### src/rtl/spi_pkg.sv
// Shared SPI frame layout, FSM state type and frame packer for the master and slave sides.
package spi_pkg;

    localparam int FRAME_W  = 32;
    localparam int DATA_W   = 12;
    localparam int ADDR_W   = 6;
    localparam int RWB_POS  = 0;
    localparam int ADDR_LSB = 8;
    localparam int DATA_LSB = 16;

    typedef enum logic [2:0] {
        IDLE,
        LEAD,
        SHIFT,
        TRAIL,
        GAP
    } spi_state_e;

    function automatic logic [FRAME_W-1:0] spi_pack(
        input logic              rwb,
        input logic [ADDR_W-1:0] addr,
        input logic [DATA_W-1:0] data
    );
        logic [FRAME_W-1:0] f;
        f                       = '0;
        f[RWB_POS]              = rwb;
        f[ADDR_LSB +: ADDR_W]   = addr;
        f[DATA_LSB +: DATA_W]   = data;
        return f;
    endfunction

endpackage

### src/rtl/spi_clk_div.sv
// Half-period tick generator and spi_clk level; rise/fall strobe on the tick that toggles the level.
// Zero latency strobes; counter restarts whenever cnt_en drops.
module spi_clk_div #(
    parameter int CLK_DIV = 4
) (
    input  logic sclk,
    input  logic rstn,
    input  logic cnt_en,
    input  logic tgl_en,
    output logic tick,
    output logic rise,
    output logic fall,
    output logic clk_lvl
);

    localparam int CW = $clog2(CLK_DIV);

    logic [CW-1:0] cnt_q, cnt_d;
    logic          lvl_q, lvl_d;

    always_comb begin
        tick  = cnt_en && (cnt_q == CW'(CLK_DIV - 1));
        rise  = tick && tgl_en && !lvl_q;
        fall  = tick && tgl_en && lvl_q;
        cnt_d = (!cnt_en || tick) ? '0 : cnt_q + 1'b1;
        lvl_d = (rise || fall) ? !lvl_q : lvl_q;
    end

    always_ff @(posedge sclk) begin
        if (!rstn) begin
            cnt_q <= '0;
            lvl_q <= 1'b0;
        end else begin
            cnt_q <= cnt_d;
            lvl_q <= lvl_d;
        end
    end

    assign clk_lvl = lvl_q;

endmodule

### src/rtl/spi_ms.sv
// SPI mode-0 master: writes take one frame, reads two (second frame's rx returned).
// Latency 65*CLK_DIV+HOLD_CYC+GAP_CYC per frame; req_ready only in IDLE, nothing queued while busy.
module spi_ms
    import spi_pkg::*;
#(
    parameter int CLK_DIV  = 4,
    parameter int HOLD_CYC = 8,
    parameter int GAP_CYC  = 16
) (
    input  logic        sclk,
    input  logic        rstn,
    input  logic        req_valid,
    output logic        req_ready,
    input  logic        req_rwb,
    input  logic [5:0]  req_addr,
    input  logic [11:0] req_data,
    output logic        rsp_valid,
    output logic [11:0] rsp_data,
    output logic        busy,
    output logic        spi_clk,
    output logic        spi_cs_n,
    output logic        spi_mosi,
    input  logic        spi_miso
);

    localparam int HG_MAX = (HOLD_CYC > GAP_CYC) ? HOLD_CYC : GAP_CYC;
    localparam int HG_W   = $clog2(HG_MAX + 1);

    spi_state_e         state_q, state_d;
    logic               rwb_q, rwb_d;
    logic [ADDR_W-1:0]  addr_q, addr_d;
    logic [DATA_W-1:0]  data_q, data_d;
    logic               pass_q, pass_d;
    logic [5:0]         edge_q, edge_d;
    logic [HG_W-1:0]    hg_q, hg_d;
    logic [DATA_W-1:0]  rx_q, rx_d;
    logic [DATA_W-1:0]  rsp_data_q, rsp_data_d;
    logic               rsp_valid_q, rsp_valid_d;
    logic               ready_q, ready_d;
    logic               cs_n_q, cs_n_d;
    logic               mosi_q, mosi_d;
    logic [FRAME_W-1:0] frame;
    logic               hs, tick, rise, fall;

    spi_clk_div #(.CLK_DIV(CLK_DIV)) u_div (
        .sclk    (sclk),
        .rstn    (rstn),
        .cnt_en  (state_q == LEAD || state_q == SHIFT),
        .tgl_en  (state_q == SHIFT),
        .tick    (tick),
        .rise    (rise),
        .fall    (fall),
        .clk_lvl (spi_clk)
    );

    always_comb begin
        state_d     = state_q;
        rwb_d       = rwb_q;
        addr_d      = addr_q;
        data_d      = data_q;
        pass_d      = pass_q;
        edge_d      = edge_q;
        hg_d        = hg_q;
        rx_d        = rx_q;
        mosi_d      = mosi_q;
        rsp_valid_d = 1'b0;
        rsp_data_d  = rsp_data_q;
        hs          = req_valid && ready_q;

        case (state_q)
            IDLE: if (hs) begin
                state_d = LEAD;
                rwb_d   = req_rwb;
                addr_d  = req_addr;
                data_d  = req_data;
                pass_d  = 1'b0;
            end
            LEAD: if (tick) state_d = SHIFT;
            SHIFT: begin
                // edge_q counts half-periods; odd values end on a falling edge
                if (rise || fall) edge_d = edge_q + 6'd1;
                if (fall && edge_q[5:1] < 5'(DATA_W)) rx_d[edge_q[4:1]] = spi_miso;
                if (fall && edge_q == 6'd63) begin
                    state_d = TRAIL;
                    hg_d    = '0;
                end
            end
            TRAIL: begin
                if (hg_q == HG_W'(HOLD_CYC - 1)) begin
                    state_d = GAP;
                    hg_d    = '0;
                end else begin
                    hg_d = hg_q + 1'b1;
                end
            end
            GAP: begin
                if (hg_q == HG_W'(GAP_CYC - 1)) begin
                    hg_d = '0;
                    if (rwb_q && !pass_q) begin
                        state_d = LEAD;
                        pass_d  = 1'b1;
                    end else begin
                        state_d     = IDLE;
                        rsp_valid_d = 1'b1;
                        rsp_data_d  = rwb_q ? rx_q : '0;
                    end
                end else begin
                    hg_d = hg_q + 1'b1;
                end
            end
            default: state_d = IDLE;
        endcase

        frame = spi_pack(rwb_d, addr_d, data_d);
        if (state_d == LEAD) begin
            mosi_d = frame[0];
        end else if (state_d == IDLE || state_d == GAP) begin
            mosi_d = 1'b0;
        end else if (fall && edge_q != 6'd63) begin
            mosi_d = frame[edge_q[5:1] + 5'd1];
        end

        ready_d = (state_d == IDLE);
        cs_n_d  = !(state_d inside {LEAD, SHIFT, TRAIL});
    end

    always_ff @(posedge sclk) begin
        if (!rstn) begin
            state_q     <= IDLE;
            rwb_q       <= 1'b0;
            addr_q      <= '0;
            data_q      <= '0;
            pass_q      <= 1'b0;
            edge_q      <= '0;
            hg_q        <= '0;
            rx_q        <= '0;
            rsp_valid_q <= 1'b0;
            rsp_data_q  <= '0;
            ready_q     <= 1'b0;
            cs_n_q      <= 1'b1;
            mosi_q      <= 1'b0;
        end else begin
            state_q     <= state_d;
            rwb_q       <= rwb_d;
            addr_q      <= addr_d;
            data_q      <= data_d;
            pass_q      <= pass_d;
            edge_q      <= edge_d;
            hg_q        <= hg_d;
            rx_q        <= rx_d;
            rsp_valid_q <= rsp_valid_d;
            rsp_data_q  <= rsp_data_d;
            ready_q     <= ready_d;
            cs_n_q      <= cs_n_d;
            mosi_q      <= mosi_d;
        end
    end

    assign req_ready = ready_q;
    assign rsp_valid = rsp_valid_q;
    assign rsp_data  = rsp_data_q;
    assign busy      = (state_q != IDLE);
    assign spi_cs_n  = cs_n_q;
    assign spi_mosi  = mosi_q;

endmodule

### config.mk
export PLATFORM = sky130hd
export DESIGN_NAME = spi_ms
export DESIGN_NICKNAME = d
export VERILOG_FILES = /design/src/rtl/spi_pkg.sv /design/src/rtl/spi_clk_div.sv /design/src/rtl/spi_ms.sv
export SDC_FILE = /design/constraint.sdc
export NUM_CORES = 1
export LEC_CHECK = 0
export BUFFER_PORTS_ARGS = -buffer_cell sky130_fd_sc_hd__buf_2
export CORE_ASPECT_RATIO = 0.7
export CORE_MARGIN = 4
export CORE_UTILIZATION = 60
export CTS_CLUSTER_DIAMETER = 150
export DETAILED_ROUTE_END_ITERATION = 8
export PLACE_DENSITY_LB_ADDON = 0.1
export SKIP_CTS_REPAIR_TIMING = 1
export SLEW_MARGIN = 20
export SYNTH_ARGS = -nofsm -noshare
export SYNTH_HDL_FRONTEND = slang
export SYNTH_SLANG_ARGS = --single-unit
### constraint.sdc
create_clock -name sclk -period 5.1 [get_ports sclk]
set_input_delay 0.255 -clock sclk [delete_from_list [all_inputs] [get_ports sclk]]
set_output_delay 0.255 -clock sclk [all_outputs]
set_load 0.05 [all_outputs]
==> metrics.md, run 1 <==
| Metric | Value |
|---|---|
| Vias in the first global route | `roughly 2300` |
| Peak supply drop | `0.0002309 V` |
| Gr ovfl total | `0` |
| Area of the multi-input gates | `1713 µm²` |
| Dominant cells by area after synthesis | `dfxtp_1 (41%), mux2i_1 (7.3%), nor2b_1 (5.6%), nand2_1 (4.3%), a21boi_0 (3.6%)` |
| Combinational Power Share | `~7%` |
| Detailed-route vias per instance | `~5.5` |
| Pleak | `1.361 nW` |
| Critical path class | `reg2reg` |
| HP Class | `in2reg` |
| Startpoint Class | `register` |
| Area Growth Syn to Fin | `13.68%` |
| Via count | `approximately 2400` |
| Clock network power share | `between 40% and 50%` |
| Post-synth top area share | `approximately two fifths` |
| Overall Global Routing Usage | `approximately 22%` |
| FILL cells | `379` |
| Worst setup EP type | `register` |
| I/O pin cnt | `approximately 40` |
| Status | `complete, no violations` |
| Max Cap Viol | `0` |
| Die Ht | `68.59 µm` |
| Hold Vio Cnt, Final | `0` |
| Clk buf depth | `2` |
| Non-filler instance count after layout | `between 400 and 500` |
| Flop pwr share | `a little under half` |
| M1 WL | `3336 µm` |
| Port bufs | `40` |
| Drc violations | `0` |
| Metal2 WL | `around 2800 µm` |
| Post-Syn Instances | `331` |
| Dominant synthesized flop cell | `dfxtp_1` |
| Number of library cell types mapped by synthesis | `46` |
| Highest clock rate | `~350 MHz` |
| Clk_skew | `~7.2 ps` |
| Std cell rows | `21` |
| Power Dens Cells | `317.3 nW/µm²` |
| DRT Pass-1 Iters | `6` |
| Placed Cells | `approximately 420` |
| Cts bufs inserted | `9` |
| Actual slew at the worst max-slew pin | `between 800 and 900 ps` |
| Top-count cell post-synth | `dfxtp_1` |
| Core area | `4913 µm²` |
| Drt wl/cell | `14.89 µm` |
| Synth warnings | `0` |
| Synthesized cell area | `roughly 3100 µm²` |
| H-tree depth | `3` |
| Clk pin slew, worst setup/hold paths | `around 70 ps` |
| Syn_area_per_cell | `roughly 9.5 µm²` |
| Fin Setup TNS | `0 ps` |
| Critical Path Fanout Max | `15` |
| Post-synth EDFFs | `0` |
| Clk Latency, worst-skew pair | `about 350 ps` |
| Critical path arrival | `around 3100 ps` |
| RD Place Congestion | `between 0.7 and 0.8` |
| CTS tree | `built` |
| Ys async rst share | `0%` |
| Starting Density | `64.04%` |
| Global-route wire length before repair | `11030 µm` |
| CTS Root Cell | `clkbuf_8` |
| # clock sinks | `65` |
| NumNets Final | `396` |
| Yosys top cell by area | `dfxtp_1` |
| Most frequent cells after synthesis | `dfxtp_1 (65), nand2_1 (36), nor2b_1 (28)` |
| P_int | `0.8788 mW` |
| Die X | `roughly 95 µm` |
| Sequential area share after synthesis | `approximately two fifths` |
| Highest metal used | `met4` |
| DRT iter0 DRCs | `approximately 150` |
| Relative slew margins | `around two fifths` |
| Minimum clock period | `~2900 ps` |
| Number of synthesized register bits | `65` |
| RSZ-0062 raised after global routing | `no` |
| Initial antenna violation count | `0` |
| Setup Viol. Count Final | `0` |
| Antenna cells | `0` |
| Share of layout cells above drive strength 1 | `18.70%` |
| Post-route ant nets | `0` |
| Die ar. | `between 6000 and 7000 µm²` |
| Synthesized Nets | `363` |
| FF+latch area | `roughly 1300 µm²` |
| Met3 Routed Length | `330 µm` |
| Sw frac | `a little under a quarter` |
| Psw | `around 0.26 mW` |
| Largest net degree at the start of global routing | `53` |
| Fin crit share | `56.53%` |
| CP required | `between 5000 and 6000 ps` |
| Slew Limit Fails | `0` |
| Dpl hpwl | `between 4000 and 5000 µm` |
| Post-layout util | `72.80%` |
| Wirelength, routed | `roughly 6500 µm` |
## sequential cells by signal, indices dropped and copies added (netlist names), 2 cells and up
| signal | flops |
|---|---|
| edge_q | 6 |
| data_q | 12 |
| u_div.cnt_q | 2 |
| rx_q | 12 |
| state_q | 3 |
| addr_q | 6 |
| rsp_data | 12 |
| hg_q | 5 |
## through the flow
step | power, mW | area (µm²) | hold slack [ps] | worst slack (ps)
floorplan | 0.5962 | 3147 | 405.6 | 2720
global placement | 0.6132 | 3334 | 416.6 | 2311
detailed placement | 0.6145 | 3334 | 421.8 | 2260
CTS | 1.141 | 3577 | 177.1 | 2226
global route | 1.172 | 3577 | 206.5 | 2083
finish | 1.135 | 3577 | 191.4 | 2217
## final timing paths
check	end	cells after the start	slack [ps]	from
worst max register to register	spi_mosi$_SDFFE_PN0P_	8	2220	state_q[0]$_SDFF_PN0_
worst max-delay path	spi_mosi$_SDFFE_PN0P_	8	2220	state_q[0]$_SDFF_PN0_
worst min register to register	u_div.cnt_q[0]$_SDFF_PP0_	1	430	u_div.cnt_q[0]$_SDFF_PP0_
worst min-delay path	data_q[5]$_SDFF_PN0_	3	190	req_data[5]
## cell usage in the layout (no fill, tap or decap), drive strengths merged, types with 2 or more instances in the layout
cell / count
dfxtp: 65
buf: 41
nand2: 36
nor2b: 28
mux2i: 23
nand3: 18
a21boi: 15
nor2: 14
a22o: 12
nor3: 11
ha: 9
clkbuf: 9
and2: 8
inv: 7
o21ai: 7
xnor2: 7
a21oi: 6
mux4: 6
and3: 5
a31oi: 5
nor4: 3
xor2: 3
a211oi: 3
bufinv: 3
or3: 3
nor3b: 3
o21bai: 2
clkinvlp: 2
clkinv: 2
## metal layers
metal	up-vias	global-route usage, %
li1	1242	-
met1	1095	30.85
met2	56	32.86
met3	6	7.050
met4	0	7.554
met5	-	0
## power by group through the flow
| stage | Clock [mW] | Combinational (mW) | Sequential (mW) |
|---|---|---|---|
| after floorplan | 0 | 0.0572 | 0.539 |
| after global placement | 0 | 0.0779 | 0.535 |
| after detailed placement | 0 | 0.0788 | 0.536 |
| after CTS | 0.537 | 0.0797 | 0.524 |
| after global routing | 0.560 | 0.0869 | 0.525 |
| final | 0.531 | 0.0799 | 0.524 |
## final cells by class
| cell class | instances | share of cell area, % |
|---|---|---|
| clock buffers | 9 | 3.463 |
| clock inverters | 7 | 3.323 |
| inverters | 7 | 0.7345 |
| multi-input cells | 240 | 47.88 |
| flip-flops and latches | 65 | 36.38 |
| well taps | 69 | 2.413 |
| repair buffers | 41 | 5.806 |
## worst max-delay path, stage by stage, from the launching register on
cell	delay, ps
dfxtp_1	380
or3_4	430
nor2_4	410
buf_4	360
mux4_2	530
a22oi_1	200
o2111a_1	210
o21a_1	150
o31ai_2	70
## cell families after synthesis
kind of cell / share of synthesized area [%]
xor gates and xnor gates: 2.783
and+or+nand+nor: 22.62
DFF: 41.35
buffers and inverters: 4.214
AOI/OAI and AO/OA: 13.60
adders and majority gates: 3.579
muxes: 11.85
(Power assumes the default switching activity.)
==> inputs of run 2 (changes only) <==
CORE_UTILIZATION = 57   (was 60)
clock period = 2.9 ns   (was 5.1 ns; I/O delays follow)
==> metrics.md, run 2 (synthesis results as in run 1) <==
| Metric | Value |
|---|---|
| Status | `complete, no violations (unchanged)` |
| Initial antenna violation count | `0 (unchanged)` |
| RD Place Congestion | `0.8609 (was 0.7783)` |
| H-tree depth | `3 (unchanged)` |
| Critical Path Fanout Max | `10 (was 15)` |
| Core area | `5285 µm² (was 4913 µm²)` |
| Global-route wire length before repair | `10880 µm (was 11030 µm)` |
| Final hold slack | `72.07 ps (was 191.4 ps)` |
| Vias in the first global route | `2278 (was 2290)` |
| Dpl hpwl | `4639 µm (was 4542 µm)` |
| Clk Latency, worst-skew pair | `350 ps (about the same)` |
| Die X | `96.81 µm (was 94.56 µm)` |
| Share of layout cells above drive strength 1 | `20.21% (was 18.70%)` |
| Critical path arrival | `2820 ps (was 3120 ps)` |
| Drt wl/cell | `14.28 µm (was 14.89 µm)` |
| Commonest non-fill, non-tap cell in the layout | `dfxtp_1 (unchanged)` |
| Final Total Pwr | `1.911 mW (was 1.135 mW)` |
| HP Class | `in2reg (unchanged)` |
| CTS Root Cell | `clkbuf_8 (unchanged)` |
| Largest net degree at the start of global routing | `32 (was 53)` |
| Wirelength, routed | `6399 µm (was 6521 µm)` |
| Most frequent cells in the layout | `dfxtp_1 (65), buf_2 (40), nand2_1 (36), nor2b_1 (28), mux2i_1 (23) (unchanged)` |
| Worst setup EP type | `register (unchanged)` |
| FILL cells | `462 (was 379)` |
| DRT Pass-1 Iters | `4 (was 6)` |
| Actual slew at the worst max-slew pin | `628.7 ps (was 880.1 ps)` |
| I/O pin cnt | `41 (unchanged)` |
| Clk buf depth | `2 (unchanged)` |
| Area Growth Syn to Fin | `14.71% (was 13.68%)` |
| Max Cap Viol | `0 (unchanged)` |
| Peak supply drop | `0.0003409 V (was 0.0002309 V)` |
| Hold Vio Cnt, Final | `0 (unchanged)` |
| Post-route ant nets | `0 (unchanged)` |
| # clock sinks | `65 (unchanged)` |
| Port bufs | `40 (unchanged)` |
| Critical path class | `reg2reg (unchanged)` |
| Die Ht | `70.17 µm (was 68.59 µm)` |
| Std cell rows | `22 (was 21)` |
| Clk pin slew, worst setup/hold paths | `70 ps (about the same)` |
| NumNets Final | `403 (was 396)` |
| CTS tree | `built (unchanged)` |
| Minimum clock period | `2597 ps (was 2883 ps)` |
| Startpoint Class | `register (unchanged)` |
| RSZ-0062 raised after global routing | `no (unchanged)` |
| Overall Global Routing Usage | `19.76% (was 22.24%)` |
| Setup Viol. Count Final | `0 (unchanged)` |
| Gr ovfl total | `0 (unchanged)` |
| Via count | `2449 (was 2399)` |
| Antenna cells | `0 (unchanged)` |
| Starting Density | `59.54% (was 64.04%)` |
| DRT iter0 DRCs | `115 (was 148)` |
| Fin Setup TNS | `0 ps (unchanged)` |
| Slew Limit Fails | `0 (unchanged)` |
| Pleak | `1.391 nW (was 1.361 nW)` |
| Relative slew margins | `57.77% (was 41.21%)` |
| Power Dens Cells | `529.5 nW/µm² (was 317.3 nW/µm²)` |
| Drc violations | `0 (unchanged)` |
| Fin crit share | `89.56% (was 56.53%)` |
| Clk_skew | `11.48 ps (was 7.177 ps)` |
| Detailed-route vias per instance | `5.467 (was 5.477)` |
| Cts bufs inserted | `9 (unchanged)` |
| Highest clock rate | `385.0 MHz (was 346.9 MHz)` |
| CP required | `3120 ps (was 5330 ps)` |
| Die ar. | `6792 µm² (was 6486 µm²)` |
==> run 2: changes by cell type in the layout (fill, tap and decap cells not counted), sizes merged <==
cell	change
buf	+7
clkinvlp	-1
clkinv	+2
bufinv	-1
==> run 2: through the flow <==
stage	instances	utilization, %	area [µm²]	worst slack (ps)
6_report	448	68.30	3610	302.9
5_1_grt	448	68.30	3610	162.9
4_1_cts	448	68.30	3610	318.5
3_5_place_dp	432	64.16	3391	352.4
3_3_place_gp	432	64.16	3391	419.8
2_1_floorplan	331	-	3147	520.3
==> run 2: final timing paths <==
check | depth (start not counted) | slack, ps | from | endpoint
max | 7 | 300 | state_q[0]$_SDFF_PN0_ | spi_mosi$_SDFFE_PN0P_
min | 3 | 70 | req_data[1] | data_q[1]$_SDFF_PN0_
max reg2reg | 7 | 300 | state_q[0]$_SDFF_PN0_ | spi_mosi$_SDFFE_PN0P_
min reg2reg | 1 | 460 | u_div.cnt_q[0]$_SDFF_PP0_ | u_div.cnt_q[0]$_SDFF_PP0_
==> run 2: per-layer routing <==
metal / vias to the layer above / part of all wire (%) / global-route usage (%)
met5: - / 0 / 0
met4: 0 / 1.6 / 6.698
met3: 11 / 4.7 / 6.088
met2: 46 / 44 / 30.12
met1: 1141 / 50 / 26.60
li1: 1251 / - / -
==> run 2: critical path, cell delays in order (launching register included) <==
cell and delay, ps:
dfxtp_1 390, or3_4 430, nor2_4 310, mux4_1 600, a31o_2 250, a211oi_1 230, o21a_1 180, o31ai_2 70
==> run 2: report_power, final <==
part	total [mW]	switching, mW	internal, mW
sequential	0.922	0.0111	0.911
combinational	0.144	0.0750	0.0693
clock	0.845	0.362	0.483
total	1.91	0.448	1.46
==> run 2: layout make-up <==
cell class	count	area [µm²]	area share (%)
tap	72	90.09	2.496
timing repair buffer	48	260.3	7.210
clock buffer	9	123.9	3.432
inverter	7	26.28	0.7279
sequential	65	1301	36.05
multi-input combinational	240	1713	47.45
clock inverter	7	95.09	2.634
==> inputs of run 3 (changes only) <==
--- a/config.mk
+++ b/config.mk
@@ -13,3 +13,3 @@
 export DETAILED_ROUTE_END_ITERATION = 8
-export PLACE_DENSITY_LB_ADDON = 0.1
+export PLACE_DENSITY = 0.85
 export SKIP_CTS_REPAIR_TIMING = 1
==> constraint.sdc (replaced) <==
create_clock -name sclk -period 2.9 [get_ports sclk]
set_input_delay 0.58 -clock sclk [delete_from_list [all_inputs] [get_ports sclk]]
set_output_delay 0.58 -clock sclk [all_outputs]
set_load 0.05 [all_outputs]
==> metrics.md, run 3 (synthesis results as in run 1) <==
| Metric | Value |
|---|---|
| Share of layout cells above drive strength 1 | `20.00% (was 20.21%)` |
| Final hold slack | `432.3 ps (was 72.07 ps)` |
| Most frequent cells in the layout | `dfxtp_1 (65), buf_2 (40), nand2_1 (36), nor2b_1 (28), mux2i_1 (23) (unchanged)` |
| CP peak stage delay | `640 ps (was 600 ps)` |
| Critical path arrival | `2860 ps (was 2820 ps)` |
| Combinational Power Share | `7.6% (about the same)` |
| Actual slew at the worst max-slew pin | `583.4 ps (was 628.7 ps)` |
| Overall Global Routing Usage | `20.52% (was 19.76%)` |
| P_int | `1.507 mW (was 1.464 mW)` |
| Crit path cell chain | `or3_4, nor2_4, mux4_1, a31o_2, a211oi_1, o21a_1, o31ai_2 (unchanged)` |
| Setup Viol. Count Final | `0 (unchanged)` |
| Flop pwr share | `47.6% (was 48.2%)` |
| Clk_skew | `8.306 ps (was 11.48 ps)` |
| RSZ-0062 raised after global routing | `no (unchanged)` |
| Cell family with most CP delay | `simple AND/OR/NAND/NOR gates (unchanged)` |
| Die ar. | `6792 µm² (unchanged)` |
| Slew Limit Fails | `0 (unchanged)` |
| Psw | `0.4293 mW (was 0.4478 mW)` |
| I/O pin cnt | `41 (unchanged)` |
| Die X | `96.81 µm (unchanged)` |
| Status | `complete, no violations (unchanged)` |
| Commonest non-fill, non-tap cell in the layout | `dfxtp_1 (unchanged)` |
| Clk pin slew, worst setup/hold paths | `70 ps (about the same)` |
| H-tree depth | `3 (unchanged)` |
| Initial antenna violation count | `0 (unchanged)` |
| Critical path class | `reg2reg (unchanged)` |
| Drc violations | `0 (unchanged)` |
| Hold Vio Cnt, Final | `0 (unchanged)` |
| Fin Setup TNS | `0 ps (unchanged)` |
| Relative slew margins | `60.81% (was 57.77%)` |
| Pleak | `1.392 nW (was 1.391 nW)` |
| RD Place Congestion | `0.8354 (was 0.8609)` |
| Worst setup EP type | `register (unchanged)` |
| Startpoint Class | `register (unchanged)` |
| Minimum clock period | `2631 ps (was 2597 ps)` |
| FILL cells | `427 (was 462)` |
| Area Growth Syn to Fin | `14.79% (was 14.71%)` |
| Sw frac | `22.17% (was 23.43%)` |
| Die Ht | `70.17 µm (unchanged)` |
| Gr ovfl total | `0 (unchanged)` |
| Core area | `5285 µm² (unchanged)` |
| FF+latch area | `1301 µm² (unchanged)` |
| CP required | `3130 ps (was 3120 ps)` |
| DRT Pass-1 Iters | `5 (was 4)` |
| Largest net degree at the start of global routing | `31 (was 32)` |
| DRT iter0 DRCs | `123 (was 115)` |
| Fin crit share | `90.73% (was 89.56%)` |
| Final Total Pwr | `1.936 mW (was 1.911 mW)` |
| Clk buf depth | `2 (unchanged)` |
| Vias in the first global route | `2437 (was 2278)` |
| Critical Path Fanout Max | `12 (was 10)` |
| # clock sinks | `65 (unchanged)` |
| Drt wl/cell | `14.74 µm (was 14.28 µm)` |
| Cts bufs inserted | `9 (unchanged)` |
| Highest clock rate | `380.1 MHz (was 385.0 MHz)` |
| Std cell rows | `22 (unchanged)` |
| Slowest CP cell | `mux4_1 (unchanged)` |
| CTS Root Cell | `clkbuf_8 (unchanged)` |
| CTS tree | `built (unchanged)` |
| Clk Latency, worst-skew pair | `350 ps (about the same)` |
| Port bufs | `40 (unchanged)` |
| Power Dens Cells | `536.0 nW/µm² (was 529.5 nW/µm²)` |
| Dpl hpwl | `4685 µm (was 4639 µm)` |
| Via count | `2488 (was 2449)` |
| NumNets Final | `402 (was 403)` |
| Peak supply drop | `0.0002683 V (was 0.0003409 V)` |
| Antenna cells | `0 (unchanged)` |
| Post-route ant nets | `0 (unchanged)` |
| HP Class | `reg2reg (was in2reg)` |
| Buf/Inv on CP | `0 (unchanged)` |
| Global-route wire length before repair | `11290 µm (was 10880 µm)` |
| Area of the multi-input gates | `1713 µm² (unchanged)` |
| Max Cap Viol | `0 (unchanged)` |
| Starting Density | `59.54% (unchanged)` |
| Detailed-route vias per instance | `5.566 (was 5.467)` |
| Clock network power share | `44.8% (was 44.2%)` |
| Wirelength, routed | `6588 µm (was 6399 µm)` |
run 3: cell types whose count changed in the layout (fill, tap and decap cells not counted), sizes merged:
cell    delta
clkbuf     +2
clkinv     -2
buf        -1
run 3: worst paths after layout:
kind / from / to / slack (ps) / cells after the start
max reg2reg: state_q[1]$_SDFF_PN0_ / spi_mosi$_SDFFE_PN0P_ / 270 / 7
max: state_q[1]$_SDFF_PN0_ / spi_mosi$_SDFFE_PN0P_ / 270 / 7
min reg2reg: u_div.cnt_q[0]$_SDFF_PP0_ / u_div.cnt_q[0]$_SDFF_PP0_ / 430 / 1
min: u_div.cnt_q[0]$_SDFF_PP0_ / u_div.cnt_q[0]$_SDFF_PP0_ / 430 / 1
run 3: power by group through the flow:
stage	combinational [mW]	clock [mW]	sequential, mW
after floorplan	0.101	0	0.948
after global placement	0.141	0	0.941
after CTS	0.147	0.883	0.922
after global routing	0.160	0.918	0.923
after detailed placement	0.145	0	0.941
final	0.146	0.868	0.922
run 3: worst reg2reg max path, delay by kind of cell, from the launching register on:
family / cells / cell delay (ps)
flip-flops: 1 / 400
AND/OR/NAND/NOR: 2 / 780
AO/OA/AOI/OAI: 4 / 690
multiplexers: 1 / 640
run 3: metrics by stage:
stage                     cells  instance area [µm²]  utilization (%)  setup slack [ps]
after floorplan             331                 3147                -             520.3
after global placement      431                 3383            64.02             402.0
after detailed placement    431                 3383            64.02             311.4
after CTS                   447                 3612            68.35             264.2
after global routing        447                 3612            68.35             87.30
final                       447                 3612            68.35             269.0
run 3: area by class of cell:
cell class	instances	share of cell area [%]
timing repair buffer	47	6.997
clock buffer	11	4.191
clock inverter	5	2.148
inverter	7	0.7274
sequential	65	36.02
multi-input combinational	240	47.42
tap	72	2.494
run 3: routing by layer:
metal	global-route usage [%]	vias up	wire (µm)
met5	0	-	0
met4	9.190	0	145
met1	26.03	1169	3068
met3	6.687	14	275
li1	-	1251	-
met2	31.88	54	3099
